$ cat src/rtl/nts_ip_tx_header.sv
// Transmit-side Ethernet + IPv4/IPv6 + UDP header builder for NTS responses.
// The addressing and length fields are captured when a header starts. For
// IPv4 the header checksum is then summed over five cycles and folded in one
// more. The header is streamed as big-endian 64-bit words, with byte 0 in
// bits [63:56], over a valid/ready handshake.
module nts_ip_tx_header #(
    parameter logic [7:0]  IP4_TTL        = 8'd64,
    parameter logic [7:0]  IP6_HOP_LIMIT  = 8'd64,
    parameter logic [15:0] IP4_FLAGS_FRAG = 16'h4000
) (
    input  logic         i_clk,
    input  logic         i_areset,
    input  logic         i_clear,
    input  logic         i_start,
    input  logic         i_ipv6,
    input  logic [47:0]  i_dst_mac,
    input  logic [47:0]  i_src_mac,
    input  logic [31:0]  i_src_ip4,
    input  logic [31:0]  i_dst_ip4,
    input  logic [127:0] i_src_ip6,
    input  logic [127:0] i_dst_ip6,
    input  logic [15:0]  i_src_port,
    input  logic [15:0]  i_dst_port,
    input  logic [15:0]  i_udp_payload_length,
    input  logic [15:0]  i_udp_checksum,
    input  logic         i_ready,
    output logic         o_busy,
    output logic         o_error,
    output logic         o_valid,
    output logic [63:0]  o_data,
    output logic         o_last,
    output logic [7:0]   o_last_word_data_valid
);

    typedef enum logic [1:0] {
        ST_IDLE = 2'd0,
        ST_CSUM = 2'd1,
        ST_FOLD = 2'd2,
        ST_EMIT = 2'd3
    } state_t;

    // Fold the 20-bit accumulator into 16 bits twice and take the one's complement.
    function automatic logic [15:0] fold_csum(input logic [19:0] acc);
        logic [16:0] s1;
        logic [16:0] s2;
        s1 = {1'b0, acc[15:0]} + {13'd0, acc[19:16]};
        s2 = {1'b0, s1[15:0]} + {16'd0, s1[16]};
        return ~s2[15:0];
    endfunction

    state_t        state_q, state_d;
    logic [2:0]    word_q, word_d;
    logic [2:0]    csum_cnt_q, csum_cnt_d;
    logic [19:0]   acc_q, acc_d;
    logic [15:0]   csum_q, csum_d;
    logic [15:0]   id_q, id_d;
    logic          ipv6_q, ipv6_d;
    logic [47:0]   dst_mac_q, dst_mac_d, src_mac_q, src_mac_d;
    logic [31:0]   src_ip4_q, src_ip4_d, dst_ip4_q, dst_ip4_d;
    logic [127:0]  src_ip6_q, src_ip6_d, dst_ip6_q, dst_ip6_d;
    logic [15:0]   src_port_q, src_port_d, dst_port_q, dst_port_d;
    logic [15:0]   tot_len_q, tot_len_d, udp_len_q, udp_len_d;
    logic [15:0]   udp_csum_q, udp_csum_d;
    logic          valid_q, valid_d, last_q, last_d, busy_q, busy_d, error_q, error_d;
    logic [63:0]   data_q, data_d;
    logic [7:0]    mask_q, mask_d;

    logic [2:0]    word_idx_s;
    logic [2:0]    last_idx_s;
    logic [63:0]   word_s;
    logic [15:0]   hw_a_s, hw_b_s;
    logic          overflow_s;

    // Select the header word that will be presented next, from the latched fields.
    always_comb begin
        word_idx_s = (state_q == ST_EMIT) ? (word_q + 3'd1) : 3'd0;
        last_idx_s = ipv6_q ? 3'd7 : 3'd5;
        word_s     = 64'd0;
        if (ipv6_q) begin
            case (word_idx_s)
                3'd0:    word_s = {dst_mac_q, src_mac_q[47:32]};
                3'd1:    word_s = {src_mac_q[31:0], 16'h86DD, 16'h6000};
                3'd2:    word_s = {16'h0000, udp_len_q, 8'h11, IP6_HOP_LIMIT, src_ip6_q[127:112]};
                3'd3:    word_s = src_ip6_q[111:48];
                3'd4:    word_s = {src_ip6_q[47:0], dst_ip6_q[127:112]};
                3'd5:    word_s = dst_ip6_q[111:48];
                3'd6:    word_s = {dst_ip6_q[47:0], src_port_q};
                3'd7:    word_s = {dst_port_q, udp_len_q, udp_csum_q, 16'h0000};
                default: word_s = 64'd0;
            endcase
        end else begin
            case (word_idx_s)
                3'd0:    word_s = {dst_mac_q, src_mac_q[47:32]};
                3'd1:    word_s = {src_mac_q[31:0], 16'h0800, 16'h4500};
                3'd2:    word_s = {tot_len_q, id_q, IP4_FLAGS_FRAG, IP4_TTL, 8'h11};
                3'd3:    word_s = {csum_q, src_ip4_q, dst_ip4_q[31:16]};
                3'd4:    word_s = {dst_ip4_q[15:0], src_port_q, dst_port_q, udp_len_q};
                3'd5:    word_s = {udp_csum_q, 48'd0};
                default: word_s = 64'd0;
            endcase
        end
    end

    // Pick the pair of IPv4 header halfwords summed in the current checksum cycle.
    always_comb begin
        case (csum_cnt_q)
            3'd0:    begin hw_a_s = 16'h4500;               hw_b_s = tot_len_q;          end
            3'd1:    begin hw_a_s = id_q;                   hw_b_s = IP4_FLAGS_FRAG;     end
            3'd2:    begin hw_a_s = {IP4_TTL, 8'h11};       hw_b_s = src_ip4_q[31:16];   end
            3'd3:    begin hw_a_s = src_ip4_q[15:0];        hw_b_s = dst_ip4_q[31:16];   end
            3'd4:    begin hw_a_s = dst_ip4_q[15:0];        hw_b_s = 16'h0000;           end
            default: begin hw_a_s = 16'h0000;               hw_b_s = 16'h0000;           end
        endcase
    end

    // Reject payloads that would overflow the 16-bit IP/UDP length fields.
    always_comb begin
        if (i_ipv6) begin
            overflow_s = (i_udp_payload_length > 16'd65527);
        end else begin
            overflow_s = (i_udp_payload_length > 16'd65507);
        end
    end

    // Next-state logic: the start/latch, checksum, fold and emit sequencing.
    always_comb begin
        state_d    = state_q;
        word_d     = word_q;
        csum_cnt_d = csum_cnt_q;
        acc_d      = acc_q;
        csum_d     = csum_q;
        id_d       = id_q;
        ipv6_d     = ipv6_q;
        dst_mac_d  = dst_mac_q;
        src_mac_d  = src_mac_q;
        src_ip4_d  = src_ip4_q;
        dst_ip4_d  = dst_ip4_q;
        src_ip6_d  = src_ip6_q;
        dst_ip6_d  = dst_ip6_q;
        src_port_d = src_port_q;
        dst_port_d = dst_port_q;
        tot_len_d  = tot_len_q;
        udp_len_d  = udp_len_q;
        udp_csum_d = udp_csum_q;
        valid_d    = valid_q;
        data_d     = data_q;
        last_d     = last_q;
        mask_d     = mask_q;
        error_d    = 1'b0;

        if (i_clear) begin
            // Abort: the ID counter is deliberately left untouched.
            state_d    = ST_IDLE;
            word_d     = 3'd0;
            csum_cnt_d = 3'd0;
            acc_d      = 20'd0;
            valid_d    = 1'b0;
            data_d     = 64'd0;
            last_d     = 1'b0;
            mask_d     = 8'd0;
        end else begin
            case (state_q)
                ST_IDLE: begin
                    if (i_start) begin
                        ipv6_d     = i_ipv6;
                        dst_mac_d  = i_dst_mac;
                        src_mac_d  = i_src_mac;
                        src_ip4_d  = i_src_ip4;
                        dst_ip4_d  = i_dst_ip4;
                        src_ip6_d  = i_src_ip6;
                        dst_ip6_d  = i_dst_ip6;
                        src_port_d = i_src_port;
                        dst_port_d = i_dst_port;
                        tot_len_d  = i_udp_payload_length + 16'd28;
                        udp_len_d  = i_udp_payload_length + 16'd8;
                        udp_csum_d = i_udp_checksum;
                        word_d     = 3'd0;
                        csum_cnt_d = 3'd0;
                        acc_d      = 20'd0;
                        if (overflow_s) begin
                            error_d = 1'b1;
                            state_d = ST_IDLE;
                        end else if (i_ipv6) begin
                            // No checksum for IPv6: word 0 goes out on the next cycle.
                            state_d = ST_EMIT;
                            valid_d = 1'b1;
                            data_d  = {i_dst_mac, i_src_mac[47:32]};
                            last_d  = 1'b0;
                            mask_d  = 8'hFF;
                        end else begin
                            state_d = ST_CSUM;
                        end
                    end else begin
                        state_d = ST_IDLE;
                    end
                end
                ST_CSUM: begin
                    acc_d = acc_q + {4'd0, hw_a_s} + {4'd0, hw_b_s};
                    if (csum_cnt_q == 3'd4) begin
                        csum_cnt_d = 3'd0;
                        state_d    = ST_FOLD;
                    end else begin
                        csum_cnt_d = csum_cnt_q + 3'd1;
                    end
                end
                ST_FOLD: begin
                    csum_d  = fold_csum(acc_q);
                    state_d = ST_EMIT;
                    word_d  = 3'd0;
                    valid_d = 1'b1;
                    data_d  = word_s;
                    last_d  = 1'b0;
                    mask_d  = 8'hFF;
                end
                ST_EMIT: begin
                    if (valid_q && i_ready) begin
                        if (last_q) begin
                            state_d = ST_IDLE;
                            word_d  = 3'd0;
                            valid_d = 1'b0;
                            data_d  = 64'd0;
                            last_d  = 1'b0;
                            mask_d  = 8'd0;
                            if (!ipv6_q) begin
                                id_d = id_q + 16'd1;
                            end else begin
                                id_d = id_q;
                            end
                        end else begin
                            word_d = word_idx_s;
                            data_d = word_s;
                            if (word_idx_s == last_idx_s) begin
                                last_d = 1'b1;
                                mask_d = ipv6_q ? 8'hFC : 8'hC0;
                            end else begin
                                last_d = 1'b0;
                                mask_d = 8'hFF;
                            end
                        end
                    end else begin
                        // Backpressure: hold the presented word.
                        state_d = ST_EMIT;
                    end
                end
                default: begin
                    state_d = ST_IDLE;
                    valid_d = 1'b0;
                end
            endcase
        end
        busy_d = (state_d != ST_IDLE);
    end

    // State and output registers with synchronous reset.
    always_ff @(posedge i_clk) begin
        if (i_areset) begin
            state_q    <= ST_IDLE;
            word_q     <= 3'd0;
            csum_cnt_q <= 3'd0;
            acc_q      <= 20'd0;
            csum_q     <= 16'd0;
            id_q       <= 16'd0;
            ipv6_q     <= 1'b0;
            dst_mac_q  <= 48'd0;
            src_mac_q  <= 48'd0;
            src_ip4_q  <= 32'd0;
            dst_ip4_q  <= 32'd0;
            src_ip6_q  <= 128'd0;
            dst_ip6_q  <= 128'd0;
            src_port_q <= 16'd0;
            dst_port_q <= 16'd0;
            tot_len_q  <= 16'd0;
            udp_len_q  <= 16'd0;
            udp_csum_q <= 16'd0;
            valid_q    <= 1'b0;
            data_q     <= 64'd0;
            last_q     <= 1'b0;
            mask_q     <= 8'd0;
            busy_q     <= 1'b0;
            error_q    <= 1'b0;
        end else begin
            state_q    <= state_d;
            word_q     <= word_d;
            csum_cnt_q <= csum_cnt_d;
            acc_q      <= acc_d;
            csum_q     <= csum_d;
            id_q       <= id_d;
            ipv6_q     <= ipv6_d;
            dst_mac_q  <= dst_mac_d;
            src_mac_q  <= src_mac_d;
            src_ip4_q  <= src_ip4_d;
            dst_ip4_q  <= dst_ip4_d;
            src_ip6_q  <= src_ip6_d;
            dst_ip6_q  <= dst_ip6_d;
            src_port_q <= src_port_d;
            dst_port_q <= dst_port_d;
            tot_len_q  <= tot_len_d;
            udp_len_q  <= udp_len_d;
            udp_csum_q <= udp_csum_d;
            valid_q    <= valid_d;
            data_q     <= data_d;
            last_q     <= last_d;
            mask_q     <= mask_d;
            busy_q     <= busy_d;
            error_q    <= error_d;
        end
    end

    assign o_busy                 = busy_q;
    assign o_error                = error_q;
    assign o_valid                = valid_q;
    assign o_data                 = data_q;
    assign o_last                 = last_q;
    assign o_last_word_data_valid = mask_q;

endmodule

$ cat config.mk
export PLATFORM = sky130hd
export DESIGN_NAME = nts_ip_tx_header
export DESIGN_NICKNAME = d
export VERILOG_FILES = /design/src/rtl/nts_ip_tx_header.sv
export SDC_FILE = /design/constraint.sdc
export NUM_CORES = 2
export LEC_CHECK = 0
export CAP_MARGIN = 25
export CORE_ASPECT_RATIO = 2
export CORE_MARGIN = 5
export CORE_UTILIZATION = 47
export CTS_CLUSTER_SIZE = 16
export DETAILED_ROUTE_END_ITERATION = 10
export HOLD_SLACK_MARGIN = 0.12
export PLACE_DENSITY = 0.77
export SLEW_MARGIN = 20
export SYNTH_ARGS = -nofsm -noshare
export SYNTH_HDL_FRONTEND = slang
export SYNTH_SLANG_ARGS = --single-unit
$ cat constraint.sdc
create_clock -name i_clk -period 3.46 [get_ports i_clk]
set_input_delay 0.346 -clock i_clk [delete_from_list [all_inputs] [get_ports i_clk]]
set_output_delay 0.346 -clock i_clk [all_outputs]
set_load 0.01 [all_outputs]
==> run summary <==
• 7.76 um^2 — average cell area after synthesis
• 0.0601 mm^2 — area of the core
• 626 — Clock Sinks
• 30 — maximum fanout count along the critical path
• 4833 — number of nets in the final layout
• 4.59 mW — switching power of the nets
• 17 — antenna violations before repair
• -0.230 ns — setup_tns
• compound AO/OA/AOI/OAI gates — Worst path top cell family by delay
• 0.0367 mm^2 — post-placement cell area
• 4 — number of endpoints failing setup at the final stage
• 0 — # hold bufs at CTS
• 43.4% — Global Route Usage Sum
• 0.0125 mm^2 — Storage cell area
• 26.9% — switching fraction of total power
• 0 — remaining global-route overflow
• 6.18 — Vias per Instance
• 3.57 ns — Final min period
• negative setup slack — failing checks
• 44.1% — sequential-to-total area share from yosys stat
• 2 — number of levels the H-tree was split into
• 182 — maximum number of pins on one net before global-route repair
• 12.5 mW — internal power of the cells
• 13.5% — Logic pwr share
• done — TritonCTS clock tree
• 4.05 ns — worst endpoint data arrival time
• 5251 — number of filler instances in the final layout
• 562 — IO Count
• 1.00 ns — measured slew at the worst slew-check pin
• 103% — final period utilization
• 30436 — vias in the first global route
• 0.07 ns — Worst-path clk slew
• true — unrepaired setup endpoints after global routing
• 561 — count of buffers from port buffering
• 40.6% — clock power share
• 0 — max-cap violation count
• 468 uV — Worst IR Drop VDD
• 4205 — net count after synthesis
• 10 — Pre-antenna DRT Iters
• 0.0284 mm^2 — Post-Syn Area
• 208 mm — first-pass GRT wire length
• 17.1 mW — Final Total Pwr
• 1079 x nand2_1, 626 x dfxtp_1, 602 x a21oi_1 — top cells by count, synth
• 437 mW/mm^2 — pwr dens
• ha_1 -> and4bb_1 -> and2_2 -> buf_12 -> a22oi_1 -> nand4_1 -> a22oi_1 -> a21oi_1 — Critical Path, Cell by Cell
• 0.0376 ns — Clock Skews
• 3 — worst-case clock buffer depth
• 44.1% — fraction of post-synthesis cell area in the top cell type by area
• 0 — final hold violation count
• 33.2% — worst rel slew slack
• register — critical path capture point type
• 4131 — detailed router's first-iteration violation count
• 69 — number of unique standard cell types used by synthesis
• 358 um — floorplan die height
• finished with violations — status
• a22oi_1 — most frequent cell on the critical path
• 5136 — post-route insts no fill
• 0 — EDFF count, synth
• dfxtp_1 — main flop type after synthesis
• 1.10 — routability-driven placement congestion ratio
• 14.0 nW — leakage power total
• register — startpoint kind of the worst setup timing path
• clkbuf_16 — root buffer selected by CTS
• 56 — clock buffers created by TritonCTS
• 0.0658 mm^2 — total die area
• 114 mm — HPWL Detailed
• 3.94 ns — data required time of the critical path
• register to register — critical path start-end classification
• 0 — count of synthesis-stage warnings from yosys
• 0 — count of antenna-violating nets left after detailed routing
• 0% — fraction of registers with async set or reset after synthesis
• 5001 — placed cell count
• 0.0391 mm^2 — Final Cell Area
• 626 — total of flip-flops plus latches after synthesis
• 149 mm — Total Wirelength
• 47.4% — starting utilization of the core area
• 45.9% — sequential power share
• dfxtp_1 44%, nand2_1 14%, a21oi_1 11% — largest cells by area after synthesis
• -0.112 ns — final worst-path setup slack
• input pin to register — Hold WC Path Type
• 0.280 GHz — Max Fclk
• 127 — number of cell rows
• 0 — post-route DRC violation count
• 11.9% — layout cells sized above 1
• a22oi_1 — cell type of the slowest stage on the worst timing path
• 3667 — Cells after Synth
• 1 — worst path bufs/invs
• dfxtp_1 — cell accounting for the most synthesized area
• 31760 — via total after detailed routing
• 37.5% — Area Overhead vs Synth
• 0.0149 mm^2 — area of the multi-input gates
• nand2_1 — most frequent cell after synthesis
• 0.65 ns — clock network latency to the later pin of the worst-skew pair
• 0.81 ns — max incr delay on CP
• 184 um — horizontal die dimension
• 0 — number of max-slew violations in the final report
• 65.1% — core occupancy in the finished layout
• 29.0 um — routed len/inst
## repair_timing
action / CTS / global route
setup endpoints to repair: 11 / 18
buffers inserted: 9 / 2
resized for setup: 47 / 24
pin swaps: 25 / 10
## flip-flops by register name, indices dropped and copies added (netlist names), 2 cells and up
| signal | flops |
|---|---|
| state_q | 2 |
| o_data | 64 |
| src_ip6_q | 128 |
| word_q | 3 |
| dst_ip6_q | 128 |
| id_q | 16 |
| csum_cnt_q | 3 |
| src_mac_q | 48 |
| tot_len_q | 16 |
| o_last_word_data_valid | 3 |
| csum_q | 16 |
| udp_csum_q | 16 |
| acc_q | 20 |
| dst_port_q | 16 |
| udp_len_q | 14 |
| src_port_q | 16 |
| dst_ip4_q | 32 |
| src_ip4_q | 32 |
| dst_mac_q | 48 |
## logic make-up (layout without fill, tap and decap cells)
group | count (synthesis) | count (layout) | synth area share [%]
simple gates | 1401 | 1401 | 20.2
compound gates | 1161 | 1161 | 25.7
flops | 626 | 626 | 44.1
buf+inv | 356 | 1030 | 5.07
xor+xnor | 68 | 68 | 2.12
fa+ha+maj | 52 | 52 | 2.76
mux | 3 | 3 | 0.106
other cells | 0 | 21 | 0
## stage by stage
stage / hold slack (ns) / setup slack [ns]
floorplan: 0.432 / -0.0124
detailed placement: 0.446 / -0.305
finish: 0.141 / -0.112
CTS: 0.140 / -0.0478
global placement: 0.441 / -0.301
global route: 0.152 / -0.229
## power groups by stage
stage	combinational [mW]	clock, mW	sequential, mW
2_1_floorplan	0.949	0	7.83
3_3_place_gp	2.21	0	7.97
3_5_place_dp	2.23	0	7.97
4_1_cts	2.26	6.91	7.81
5_1_grt	2.44	7.20	7.84
6_report	2.31	6.93	7.84
## per-layer routing
metal	vias to the layer above	track usage [%]	routed length, um
met5	-	0	0
met4	0	45.0	19900
met3	568	9.46	13900
met2	2075	67.8	67200
met1	14964	46.6	48100
li1	14153	-	-
## final timing paths
kind              cells past startpoint            end  slack (ns)           from
setup reg to reg                      8      o_data[4]       -0.11      word_q[0]
hold / removal                        2  src_ip4_q[19]        0.14       i_areset
hold reg to reg                       2  dst_ip6_q[36]        0.45  dst_ip6_q[36]
setup / recovery                      8      o_data[4]       -0.11      word_q[0]
## layout by cell type (no fill, tap or decap), types with 9 or more instances in the layout
cell type	instances
fa_1	15
ha_1	21
o22ai_1	24
inv_1	29
clkbuf_8	12
a222oi_1	61
clkdlybuf4s50_1	560
o21ai_1	12
nand4_1	47
nand3_1	27
a221oi_1	90
buf_12	36
ha_4	11
a22oi_1	142
a21oi_1	595
a22o_1	11
xnor2_1	39
o21ai_0	60
diode_2	21
a211oi_1	34
buf_4	295
or3_1	13
xor2_1	28
a21o_1	9
nor3_1	20
nor2_1	127
dfxtp_1	623
and2_1	26
nand2_1	1073
a31oi_1	50
a2bb2oi_1	16
clkbuf_16	57
## area by class of cell
class / count / share of cell area (%)
multi-input combinational: 2685 / 38.0
sequential: 626 / 32.1
timing repair buffer: 893 / 21.9
clock buffer: 77 / 4.15
tap: 774 / 2.48
clock inverter: 27 / 0.966
inverter: 33 / 0.323
antenna: 21 / 0.134
(Power assumes the default switching activity.)
